<file path="src/rtl/p2m_echo_indication_deser_pkg.sv">
// Shared definitions for the EchoIndication receive-side deserializer:
// method ids, message length lookup, default portal id and FSM state encoding.
// Imported by the interface-facing top and the word collector.
package p2m_echo_indication_deser_pkg;

  localparam logic [15:0] PORTAL_ID_DEF = 16'd5;

  // Method ids carried in header bits [31:16]
  localparam logic [15:0] HEARD2 = 16'd0;
  localparam logic [15:0] HEARD3 = 16'd1;
  localparam logic [15:0] HEARD  = 16'd2;

  typedef enum logic [1:0] {
    IDLE     = 2'd0,
    COLLECT  = 2'd1,
    DISPATCH = 2'd2
  } state_t;

  // Total message length in words, header included; 0 marks an unknown id
  function automatic logic [2:0] msg_len(input logic [15:0] id);
    logic [2:0] len;
    len = 3'd0;
    case (id)
      HEARD2:  len = 3'd2;
      HEARD3:  len = 3'd4;
      HEARD:   len = 3'd2;
      default: len = 3'd0;
    endcase
    return len;
  endfunction

endpackage

</file>
<file path="src/rtl/p2m_echo_indication_deser_if.sv">
// Bundle of the word-stream input and the three indication method ports.
// slave is the deserializer side, master is the transport/consumer side.
// All handshakes are ENA/RDY: ENA is only raised while RDY is high.
interface p2m_echo_indication_deser_if;

    logic        in_enq__ENA;
    logic [31:0] in_enq_v;
    logic        in_enq__RDY;

    logic        method_heard__ENA;
    logic [31:0] method_heard_v;
    logic        method_heard__RDY;

    logic        method_heard2__ENA;
    logic [15:0] method_heard2_a;
    logic [15:0] method_heard2_b;
    logic        method_heard2__RDY;

    logic        method_heard3__ENA;
    logic [15:0] method_heard3_a;
    logic [31:0] method_heard3_b;
    logic [31:0] method_heard3_c;
    logic [15:0] method_heard3_d;
    logic        method_heard3__RDY;

    modport slave (
        input  in_enq__ENA, in_enq_v,
        output in_enq__RDY,
        output method_heard__ENA, method_heard_v,
        input  method_heard__RDY,
        output method_heard2__ENA, method_heard2_a, method_heard2_b,
        input  method_heard2__RDY,
        output method_heard3__ENA, method_heard3_a, method_heard3_b,
        output method_heard3_c, method_heard3_d,
        input  method_heard3__RDY
    );

    modport master (
        output in_enq__ENA, in_enq_v,
        input  in_enq__RDY,
        input  method_heard__ENA, method_heard_v,
        output method_heard__RDY,
        input  method_heard2__ENA, method_heard2_a, method_heard2_b,
        output method_heard2__RDY,
        input  method_heard3__ENA, method_heard3_a, method_heard3_b,
        input  method_heard3_c, method_heard3_d,
        output method_heard3__RDY
    );

endinterface

</file>
<file path="src/rtl/p2m_word_collector.sv">
// Header check, payload index counter and 3x32 payload register file.
// Words are captured on the accepting edge; last is flagged combinationally.
// No backpressure of its own: the parent only presents accepted words.
module p2m_word_collector
  import p2m_echo_indication_deser_pkg::*;
#(
  parameter logic [15:0] PORTAL_ID = PORTAL_ID_DEF,
  parameter int          ERR_W     = 16
) (
  input  logic             clk,
  input  logic             rst_n,
  input  logic             accept,     // a word is taken this cycle
  input  logic [31:0]      word,
  input  logic             hdr_phase,  // the next accepted word is a header
  input  logic             clr,        // dispatch handshake done
  output logic             hdr_ok,
  output logic             last,
  output logic [1:0]       mid,
  output logic [31:0]      w1,
  output logic [31:0]      w2,
  output logic [31:0]      w3,
  output logic [ERR_W-1:0] err_count
);

  logic [1:0] idx;
  logic [1:0] need;

  // A header is good when it targets this portal and names a known method
  assign hdr_ok = (word[15:0] == PORTAL_ID) && (msg_len(word[31:16]) != 3'd0);
  assign last   = accept && !hdr_phase && (idx == need);

  // Header latch, payload capture at w[idx], saturating drop counter
  always_ff @(posedge clk) begin
    if (!rst_n) begin
      idx       <= 2'd0;
      need      <= 2'd0;
      mid       <= 2'd0;
      w1        <= 32'd0;
      w2        <= 32'd0;
      w3        <= 32'd0;
      err_count <= '0;
    end else if (clr) begin
      idx <= 2'd0;
    end else if (accept) begin
      if (hdr_phase) begin
        if (hdr_ok) begin
          mid  <= word[17:16];
          need <= 2'(msg_len(word[31:16]) - 3'd1);
          idx  <= 2'd1;
        end else if (err_count != '1) begin
          err_count <= err_count + ERR_W'(1);
        end
      end else begin
        case (idx)
          2'd1:    w1 <= word;
          2'd2:    w2 <= word;
          2'd3:    w3 <= word;
          default: ;
        endcase
        idx <= idx + 2'd1;
      end
    end
  end

endmodule

</file>
<file path="src/rtl/p2m_echo_indication_deser.sv">
// Reassembles EchoIndication messages from a 32-bit word stream and dispatches one method.
// Latency: last payload word accepted at cycle N, method ENA may assert at N+1.
// Input RDY drops for the whole dispatch phase until the selected consumer is ready.
module p2m_echo_indication_deser
    import p2m_echo_indication_deser_pkg::*;
#(
    parameter logic [15:0] PORTAL_ID = PORTAL_ID_DEF,
    parameter int          ERR_W     = 16
) (
    input  logic                 CLK,
    input  logic                 nRST,
    p2m_echo_indication_deser_if.slave bus,
    output logic [ERR_W-1:0]     err_count
);

    state_t      state;
    logic        accept;
    logic        hdr_ok;
    logic        last;
    logic        fire;
    logic [1:0]  mid;
    logic [31:0] w1;
    logic [31:0] w2;
    logic [31:0] w3;

    assign bus.in_enq__RDY = (state != DISPATCH);
    assign accept          = bus.in_enq__ENA && bus.in_enq__RDY;

    // Only the latched method may fire, and only while its consumer is ready
    assign bus.method_heard__ENA  = (state == DISPATCH) && (mid == HEARD[1:0])  && bus.method_heard__RDY;
    assign bus.method_heard2__ENA = (state == DISPATCH) && (mid == HEARD2[1:0]) && bus.method_heard2__RDY;
    assign bus.method_heard3__ENA = (state == DISPATCH) && (mid == HEARD3[1:0]) && bus.method_heard3__RDY;
    assign fire = bus.method_heard__ENA || bus.method_heard2__ENA || bus.method_heard3__ENA;

    // Arguments come straight from the payload registers, which are frozen during dispatch
    assign bus.method_heard_v  = w1;
    assign bus.method_heard2_a = w1[15:0];
    assign bus.method_heard2_b = w1[31:16];
    assign bus.method_heard3_a = w1[15:0];
    assign bus.method_heard3_b = {w2[15:0], w1[31:16]};
    assign bus.method_heard3_c = {w3[15:0], w2[31:16]};
    assign bus.method_heard3_d = w3[31:16];

    p2m_word_collector #(
        .PORTAL_ID (PORTAL_ID),
        .ERR_W     (ERR_W)
    ) u_collector (
        .clk       (CLK),
        .rst_n     (nRST),
        .accept    (accept),
        .word      (bus.in_enq_v),
        .hdr_phase (state == IDLE),
        .clr       (fire),
        .hdr_ok    (hdr_ok),
        .last      (last),
        .mid       (mid),
        .w1        (w1),
        .w2        (w2),
        .w3        (w3),
        .err_count (err_count)
    );

    // Message FSM: wait for a good header, collect payload, hold until dispatched
    always_ff @(posedge CLK) begin
        if (!nRST) begin
            state <= IDLE;
        end else begin
            case (state)
                IDLE:     if (accept && hdr_ok) state <= COLLECT;
                COLLECT:  if (last)             state <= DISPATCH;
                DISPATCH: if (fire)             state <= IDLE;
                default:                        state <= IDLE;
            endcase
        end
    end

endmodule

</file>
<file path="src/flat_wrapper.sv">
// flat-port wrapper written by rule: the top's interface ports become plain ports
module p2m_echo_indication_deser_flat import p2m_echo_indication_deser_pkg::*;
#(
    parameter logic [15:0] PORTAL_ID = PORTAL_ID_DEF,
    parameter int          ERR_W     = 16
)
  (CLK, nRST, err_count, bus_in_enq__ENA, bus_in_enq_v, bus_in_enq__RDY, bus_method_heard__ENA, bus_method_heard_v, bus_method_heard__RDY, bus_method_heard2__ENA, bus_method_heard2_a, bus_method_heard2_b, bus_method_heard2__RDY, bus_method_heard3__ENA, bus_method_heard3_a, bus_method_heard3_b, bus_method_heard3_c, bus_method_heard3_d, bus_method_heard3__RDY);
  p2m_echo_indication_deser_if bus_i ();
  input  logic CLK;
  input  logic nRST;
  output logic [ERR_W-1:0] err_count;
  input wire logic [$bits(bus_i.in_enq__ENA)-1:0] bus_in_enq__ENA;
  input wire logic [$bits(bus_i.in_enq_v)-1:0] bus_in_enq_v;
  output wire logic [$bits(bus_i.in_enq__RDY)-1:0] bus_in_enq__RDY;
  output wire logic [$bits(bus_i.method_heard__ENA)-1:0] bus_method_heard__ENA;
  output wire logic [$bits(bus_i.method_heard_v)-1:0] bus_method_heard_v;
  input wire logic [$bits(bus_i.method_heard__RDY)-1:0] bus_method_heard__RDY;
  output wire logic [$bits(bus_i.method_heard2__ENA)-1:0] bus_method_heard2__ENA;
  output wire logic [$bits(bus_i.method_heard2_a)-1:0] bus_method_heard2_a;
  output wire logic [$bits(bus_i.method_heard2_b)-1:0] bus_method_heard2_b;
  input wire logic [$bits(bus_i.method_heard2__RDY)-1:0] bus_method_heard2__RDY;
  output wire logic [$bits(bus_i.method_heard3__ENA)-1:0] bus_method_heard3__ENA;
  output wire logic [$bits(bus_i.method_heard3_a)-1:0] bus_method_heard3_a;
  output wire logic [$bits(bus_i.method_heard3_b)-1:0] bus_method_heard3_b;
  output wire logic [$bits(bus_i.method_heard3_c)-1:0] bus_method_heard3_c;
  output wire logic [$bits(bus_i.method_heard3_d)-1:0] bus_method_heard3_d;
  input wire logic [$bits(bus_i.method_heard3__RDY)-1:0] bus_method_heard3__RDY;
  assign bus_i.in_enq__ENA = bus_in_enq__ENA;
  assign bus_i.in_enq_v = bus_in_enq_v;
  assign bus_in_enq__RDY = bus_i.in_enq__RDY;
  assign bus_method_heard__ENA = bus_i.method_heard__ENA;
  assign bus_method_heard_v = bus_i.method_heard_v;
  assign bus_i.method_heard__RDY = bus_method_heard__RDY;
  assign bus_method_heard2__ENA = bus_i.method_heard2__ENA;
  assign bus_method_heard2_a = bus_i.method_heard2_a;
  assign bus_method_heard2_b = bus_i.method_heard2_b;
  assign bus_i.method_heard2__RDY = bus_method_heard2__RDY;
  assign bus_method_heard3__ENA = bus_i.method_heard3__ENA;
  assign bus_method_heard3_a = bus_i.method_heard3_a;
  assign bus_method_heard3_b = bus_i.method_heard3_b;
  assign bus_method_heard3_c = bus_i.method_heard3_c;
  assign bus_method_heard3_d = bus_i.method_heard3_d;
  assign bus_i.method_heard3__RDY = bus_method_heard3__RDY;
  p2m_echo_indication_deser #(.PORTAL_ID(PORTAL_ID), .ERR_W(ERR_W)) u_core (.CLK(CLK), .nRST(nRST), .bus(bus_i), .err_count(err_count));
endmodule
</file>
<file path="config.mk">
export PLATFORM = sky130hd
export DESIGN_NAME = p2m_echo_indication_deser_flat
export DESIGN_NICKNAME = d
export VERILOG_FILES = /design/src/rtl/p2m_echo_indication_deser_pkg.sv /design/src/rtl/p2m_echo_indication_deser_if.sv /design/src/rtl/p2m_word_collector.sv /design/src/rtl/p2m_echo_indication_deser.sv /design/src/flat_wrapper.sv
export SDC_FILE = /design/constraint.sdc
export NUM_CORES = 1
export LEC_CHECK = 0
export BUFFER_PORTS_ARGS = -buffer_cell sky130_fd_sc_hd__buf_4
export CORE_MARGIN = 3
export CORE_UTILIZATION = 52
export DETAILED_ROUTE_END_ITERATION = 8
export GPL_TIMING_DRIVEN = 0
export HOLD_SLACK_MARGIN = 0.12
export PLACE_DENSITY = 0.86
export SYNTH_ARGS = -nofsm -noshare
export SYNTH_HDL_FRONTEND = slang
export SYNTH_SLANG_ARGS = --single-unit
</file>
<file path="constraint.sdc">
create_clock -name CLK -period 3.2 [get_ports CLK]
set_input_delay 0.32 -clock CLK [delete_from_list [all_inputs] [get_ports CLK]]
set_output_delay 0.32 -clock CLK [all_outputs]
set_load 0.05 [all_outputs]
</file>
==> Word-level counts from Yosys, hierarchy flattened <==
Index checks and enable logic that the tools add are counted.
{ "word_totals": {"reg_bits": 120, "in_bits": 38, "out_inout_bits": 180, "elab_cells": 71} }
{ "op_classes": {"addsub": 3, "n_eq_ne": 17, "muxes": 12, "bitwise_logic": 4, "reduce_logical": 27} }
{ "ops": {"columns": ["cell", "n"], "rows": [
  ["2-bit 2-to-1 mux", 10],
  ["16-bit by 1-bit adder with 16-bit output (second input constant)", 1],
  ["16-bit by 1-bit == test with 1-bit output (second input constant)", 1],
  ["16-bit by 2-bit == test with 1-bit output (second input constant)", 1],
  ["16-bit by 3-bit == test with 1-bit output (second input constant)", 1],
  ["16-bit zero test", 1],
  ["16-bit != test (second input constant)", 1],
  ["4-bit AND reduction", 4],
  ["1-bit logical AND", 11],
  ["2-bit == test (second input constant)", 4],
  ["2-bit by 1-bit != test with 1-bit output (second input constant)", 4],
  ["2-bit by 1-bit == test with 1-bit output (second input constant)", 3],
  ["2-bit case mux with 3 select lines", 1],
  ["3-bit case mux with 2 select lines", 1],
  ["5-bit AND reduction", 1],
  ["2-bit zero test", 2],
  ["1-bit inverter", 4],
  ["2-bit OR reduction", 2],
  ["3-bit AND reduction", 1],
  ["3-bit nonzero test", 1],
  ["2-bit by 1-bit adder with 2-bit output (second input constant)", 1],
  ["2-bit == test", 1],
  ["1-bit logical OR", 2],
  ["2-bit != test (second input constant)", 1],
  ["3 further kinds", 3]
]} }

==> Depth between registers and ports, before layout <==
{ "logic_depth": {"word_depth": 11, "mapped_depth": 7, "depth_no_buf": 5} }

==> Modules after synthesis <==
A second synthesis with hierarchy kept.
{ "unflattened": {"cells_unflattened": 652, "area_unflattened_um2": 5281.3} }
{ "modules_own_cells": {"columns": ["mod", "instances", "cells_each", "area_each_um2"], "rows": [
  ["p2m_word_collector", 1, 568, 4636.9],
  ["p2m_echo_indication_deser", 1, 84, 644.4]
]} }

==> Worst setup path after synthesis <==
No wires, ideal clock.
{ "synth_path": {"path_kind": "register to output", "startpoint": "register u_core.state[0]", "endpoint": "output bus_method_heard2__ENA", "arrival_ns": 2.571, "t_required_ns": 2.880, "path_slack_ns": 0.309, "path_stages_with_launch": 4, "path_buffers": 1, "path_cell_list": "dfxtp_1 nand2b_1 clkbuf_1 nor4b_1"} }
{ "synth_between": {"elab_chain_cells": 3} }
{ "synth_lines": {"columns": ["item", "line_no", "text"], "rows": [
  ["from (decl)", "p2m_echo_indication_deser.sv:16", "state_t state;"],
  ["from (signal assigned)", "p2m_echo_indication_deser.sv:66", "state <= IDLE;"],
  ["from (signal assigned)", "p2m_echo_indication_deser.sv:69", "IDLE: if (accept && hdr_ok) state <= COLLECT;"],
  ["from (signal assigned)", "p2m_echo_indication_deser.sv:70", "COLLECT: if (last) state <= DISPATCH;"],
  ["2-bit == test", "p2m_echo_indication_deser.sv:31", "assign bus.method_heard2__ENA = (state == DISPATCH) && (mid == HEARD2[1:0]) && bus.method_heard2__RDY;"],
  ["1-bit logical AND (2 in a row)", "p2m_echo_indication_deser.sv:31", null],
  ["to (decl)", "flat_wrapper.sv:18", "output wire logic [$bits(bus_i.method_heard2__ENA)-1:0] bus_method_heard2__ENA;"]
]} }
No other way between the ends.

==> Final worst setup path <==
{ "layout_path": {"startpoint": "input bus_in_enq_v[14]", "endpoint": "register u_core.u_collector.err_count[3]"} }
{ "layout_between": {"elab_chain_cells": 4} }
{ "layout_lines": {"columns": ["item", "line_no", "text"], "rows": [
  ["from (decl)", "flat_wrapper.sv:13", "input wire logic [$bits(bus_i.in_enq_v)-1:0] bus_in_enq_v;"],
  ["16-bit by 3-bit == test with 1-bit output", "p2m_word_collector.sv:29", "assign hdr_ok = (word[15:0] == PORTAL_ID) && (msg_len(word[31:16]) != 3'd0);"],
  ["1-bit logical AND", "p2m_word_collector.sv:29", null],
  ["1-bit inverter (no line)", null, null],
  ["5-bit AND reduction (no line)", null, null],
  ["to (signal assigned)", "p2m_word_collector.sv:51", "err_count <= err_count + ERR_W'(1);"],
  ["to (decl)", "p2m_word_collector.sv:22", "output logic [ERR_W-1:0] err_count"]
]} }
No other way between the ends.
A chain may end at the register's enable or synchronous reset.

==> out/qor.yml <==
synthesis:
  ys_ff_latch: 120
  synthCells: 651
  syn_avg_cell_area_sq_um: 8.03
  synth_edf_count: 0
  netlist_area_sq_um: 5230
  async_flop_share: 0
  yosys_warnings: 0
  synth_nets: 693
  synth_cell_types: 42
  synth_ff_type: "dfxtp_1"
  synth_seq_area_share: 0.460
critical_path:
  crit_fanout: 10
  startpoint_type: "input port"
  worstSetupPathType: "in2reg"
  required_ns: 3.60
  cp.arrival_ns: 2.79
  rr_worst_depth: 7
  end_kind: "register"
cells_and_area:
  area_growth_pct: 51.8
  nets: 962
  stdcell_area_sq_um: 7930
  fill_cells: 590
  layout-drive-gt1-share: 0.349
  fin_cells: 1061
  final_core_util: 0.835
  antenna_cells: 0
sta:
  slew_headroom: 0.598
  tightest_slew_ns: 0.602
  finalClockSkew_ns: 0.00716
  fin_setup_tns_ns: 0
  rsz0062_at_grt: "no"
  min_period_ns: 2.39
  hold_viol_final: 0
  setup_viol: 0
  timing.final.crit_share: 0.746
  fmax_mhz: 419
  holdWs_ns: 0.280
  fin_ws_ns: 0.812
  final_max_slew_viol_count: 0
run_status:
  violations: "design-rule violations"
  status: "finished with violations"
clocking:
  root_buffer: "clkbuf_8"
  cts.sinks: 120
  cts_tree: "built"
  cts_resized: 0
  htreeDepth: 4
  clock_latency_ns: 0.51
  cts_buffer_depth: 2
  clk_pin_slew_ns: 0.05
  numCtsBuffers: 17
die:
  rows: 35
  die_h_um: 106
  io-pin-count: 218
  coreArea_sq_um: 9500
  die_area_sq_um: 11300
  chipWidth_um: 106
  start_util: 0.550
detailed_routing:
  dr.max_layer_used: "met4"
  initialDrtViolationCount: 322
  dr.pass1.iters: 7
  dr_wl_met2_um: 9160
  wl_per_cell_um: 17.1
  ant_nets: 0
  vias: 5697
  m1WireLength_um: 6680
  routed_wl_um: 18100
  route.met3.wl_um: 1630
  drc: 1
  vias_per_cell: 5.37
pwr:
  ir_worst_vdd_v: 0.000433
  p_per_area_nw_per_um2: 451
  fin_total_pwr_mw: 3.58
  leakage_nw: 3.47
placement:
  dp_cells: 997
  dp_hpwl_um: 12300
  globalplace.congestion: 0.831
  io_buffers: 217
  pre_cts_ws_ns: 0.884
  placed_area_sq_um: 7020
grt:
  grt_pass1_wl_um: 28700
  first_global_vias: 5710
  grt_usage: 0.317
  overflow: 0
  grt_max_degree: 17
  antenna_found_initial: 0
min_path:
  hold_class: "in2reg"
  hold_path_depth: 4
flow_run:
  maxCapViolCount: 0
-- routing by layer --
layer | GRT usage | vias to the layer above
met5 | 0 | -
met1 | 0.361 | 2658
met3 | 0.0868 | 59
li1 | - | 2649
met4 | 0.147 | 0
met2 | 0.550 | 331
-- cell type report --
| type | count | area (sq um) | area share |
|---|---|---|---|
| flip-flops and latches | 120 | 2400 | 0.303 |
| multi-input cells | 421 | 2160 | 0.273 |
| repair buffers | 250 | 1960 | 0.247 |
| plain buffers | 103 | 634 | 0.0800 |
| clock buffers | 23 | 467 | 0.0588 |
| well taps | 129 | 161 | 0.0203 |
| clock inverters | 8 | 120 | 0.0151 |
| inverters | 7 | 26.3 | 0.00331 |
-- cells in the final DEF, fill, tap and decap left out, drive strengths merged, types with 8 or more instances in the layout --
cell type    instances
buf                283
nand2              212
dfxtp              120
a21oi              107
clkbuf              60
dlygate4sd3         33
nor4                11
and3                 9
nor2                 9
or4                  8
-- sequential cells by signal, summed over array words and instances (netlist names) --
name                          flops
u_core.state                      2
u_core.u_collector.err_count     16
u_core.u_collector.idx            2
u_core.u_collector.mid            2
u_core.u_collector.need           2
u_core.u_collector.w1            32
u_core.u_collector.w2            32
u_core.u_collector.w3            32
-- repair_timing --
action	in CTS	in global routing
hold buffers	33	0
endpoints found under the hold margin	92	0
setup buffers	0	0
-- worst paths after layout --
check                                       start                         endpoint  slack [ns]
setup / recovery                 bus_in_enq_v[14]  u_core.u_collector.err_count[3]        0.81
hold / removal                    bus_in_enq__ENA                  u_core.state[0]        0.28
hold reg to reg         u_core.u_collector.w2[28]        u_core.u_collector.w2[28]        0.45
setup reg to reg  u_core.u_collector.err_count[2]  u_core.u_collector.err_count[3]        0.98
-- logic make-up after synthesis --
group           synth area share
flops                      0.460
compound gates             0.139
xor+xnor                 0.00335
mux                       0.0134
buf+inv                    0.126
fa+ha+maj                0.00958
simple gates               0.248
-- power breakdown --
part	total, mW	switching [mW]	internal [mW]
logic	0.173	0.0981	0.0751
registers	1.50	0.00235	1.50
clock network	1.90	0.664	1.24
total	3.58	0.765	2.81
-- Yosys cell counts (2+ instances only) --
library cell | count | area share
nand2_1 | 212 | 0.15
dfxtp_1 | 120 | 0.46
a21oi_1 | 107 | 0.10
buf_4 | 66 | 0.095
clkbuf_1 | 37 | 0.027
and3_1 | 9 | 0.011
nor2_1 | 9 | 0.0065
inv_1 | 7 | 0.0050
mux2i_1 | 7 | 0.013
nand2b_1 | 7 | 0.0084
o31ai_1 | 7 | 0.010
or4_1 | 7 | 0.010
nor4_1 | 6 | 0.0072
ha_1 | 4 | 0.0096
nand3_1 | 4 | 0.0038
o21ai_0 | 4 | 0.0038
nand4_1 | 3 | 0.0036
nor3_1 | 3 | 0.0029
nor4_2 | 3 | 0.0072
or3_1 | 3 | 0.0036
a31oi_1 | 2 | 0.0024
and2_1 | 2 | 0.0024
nor4_4 | 2 | 0.0081
xor2_1 | 2 | 0.0034
-- critical path: stages --
cell and delay, ns:
dlygate4sd3_1 0.54, buf_4 0.16, nor4_2 0.41, nand4_2 0.27, o311ai_4 0.55, buf_4 0.26
o311ai_0 0.15, o41ai_1 0.11
No activity file was read; power rests on OpenSTA's default activity.
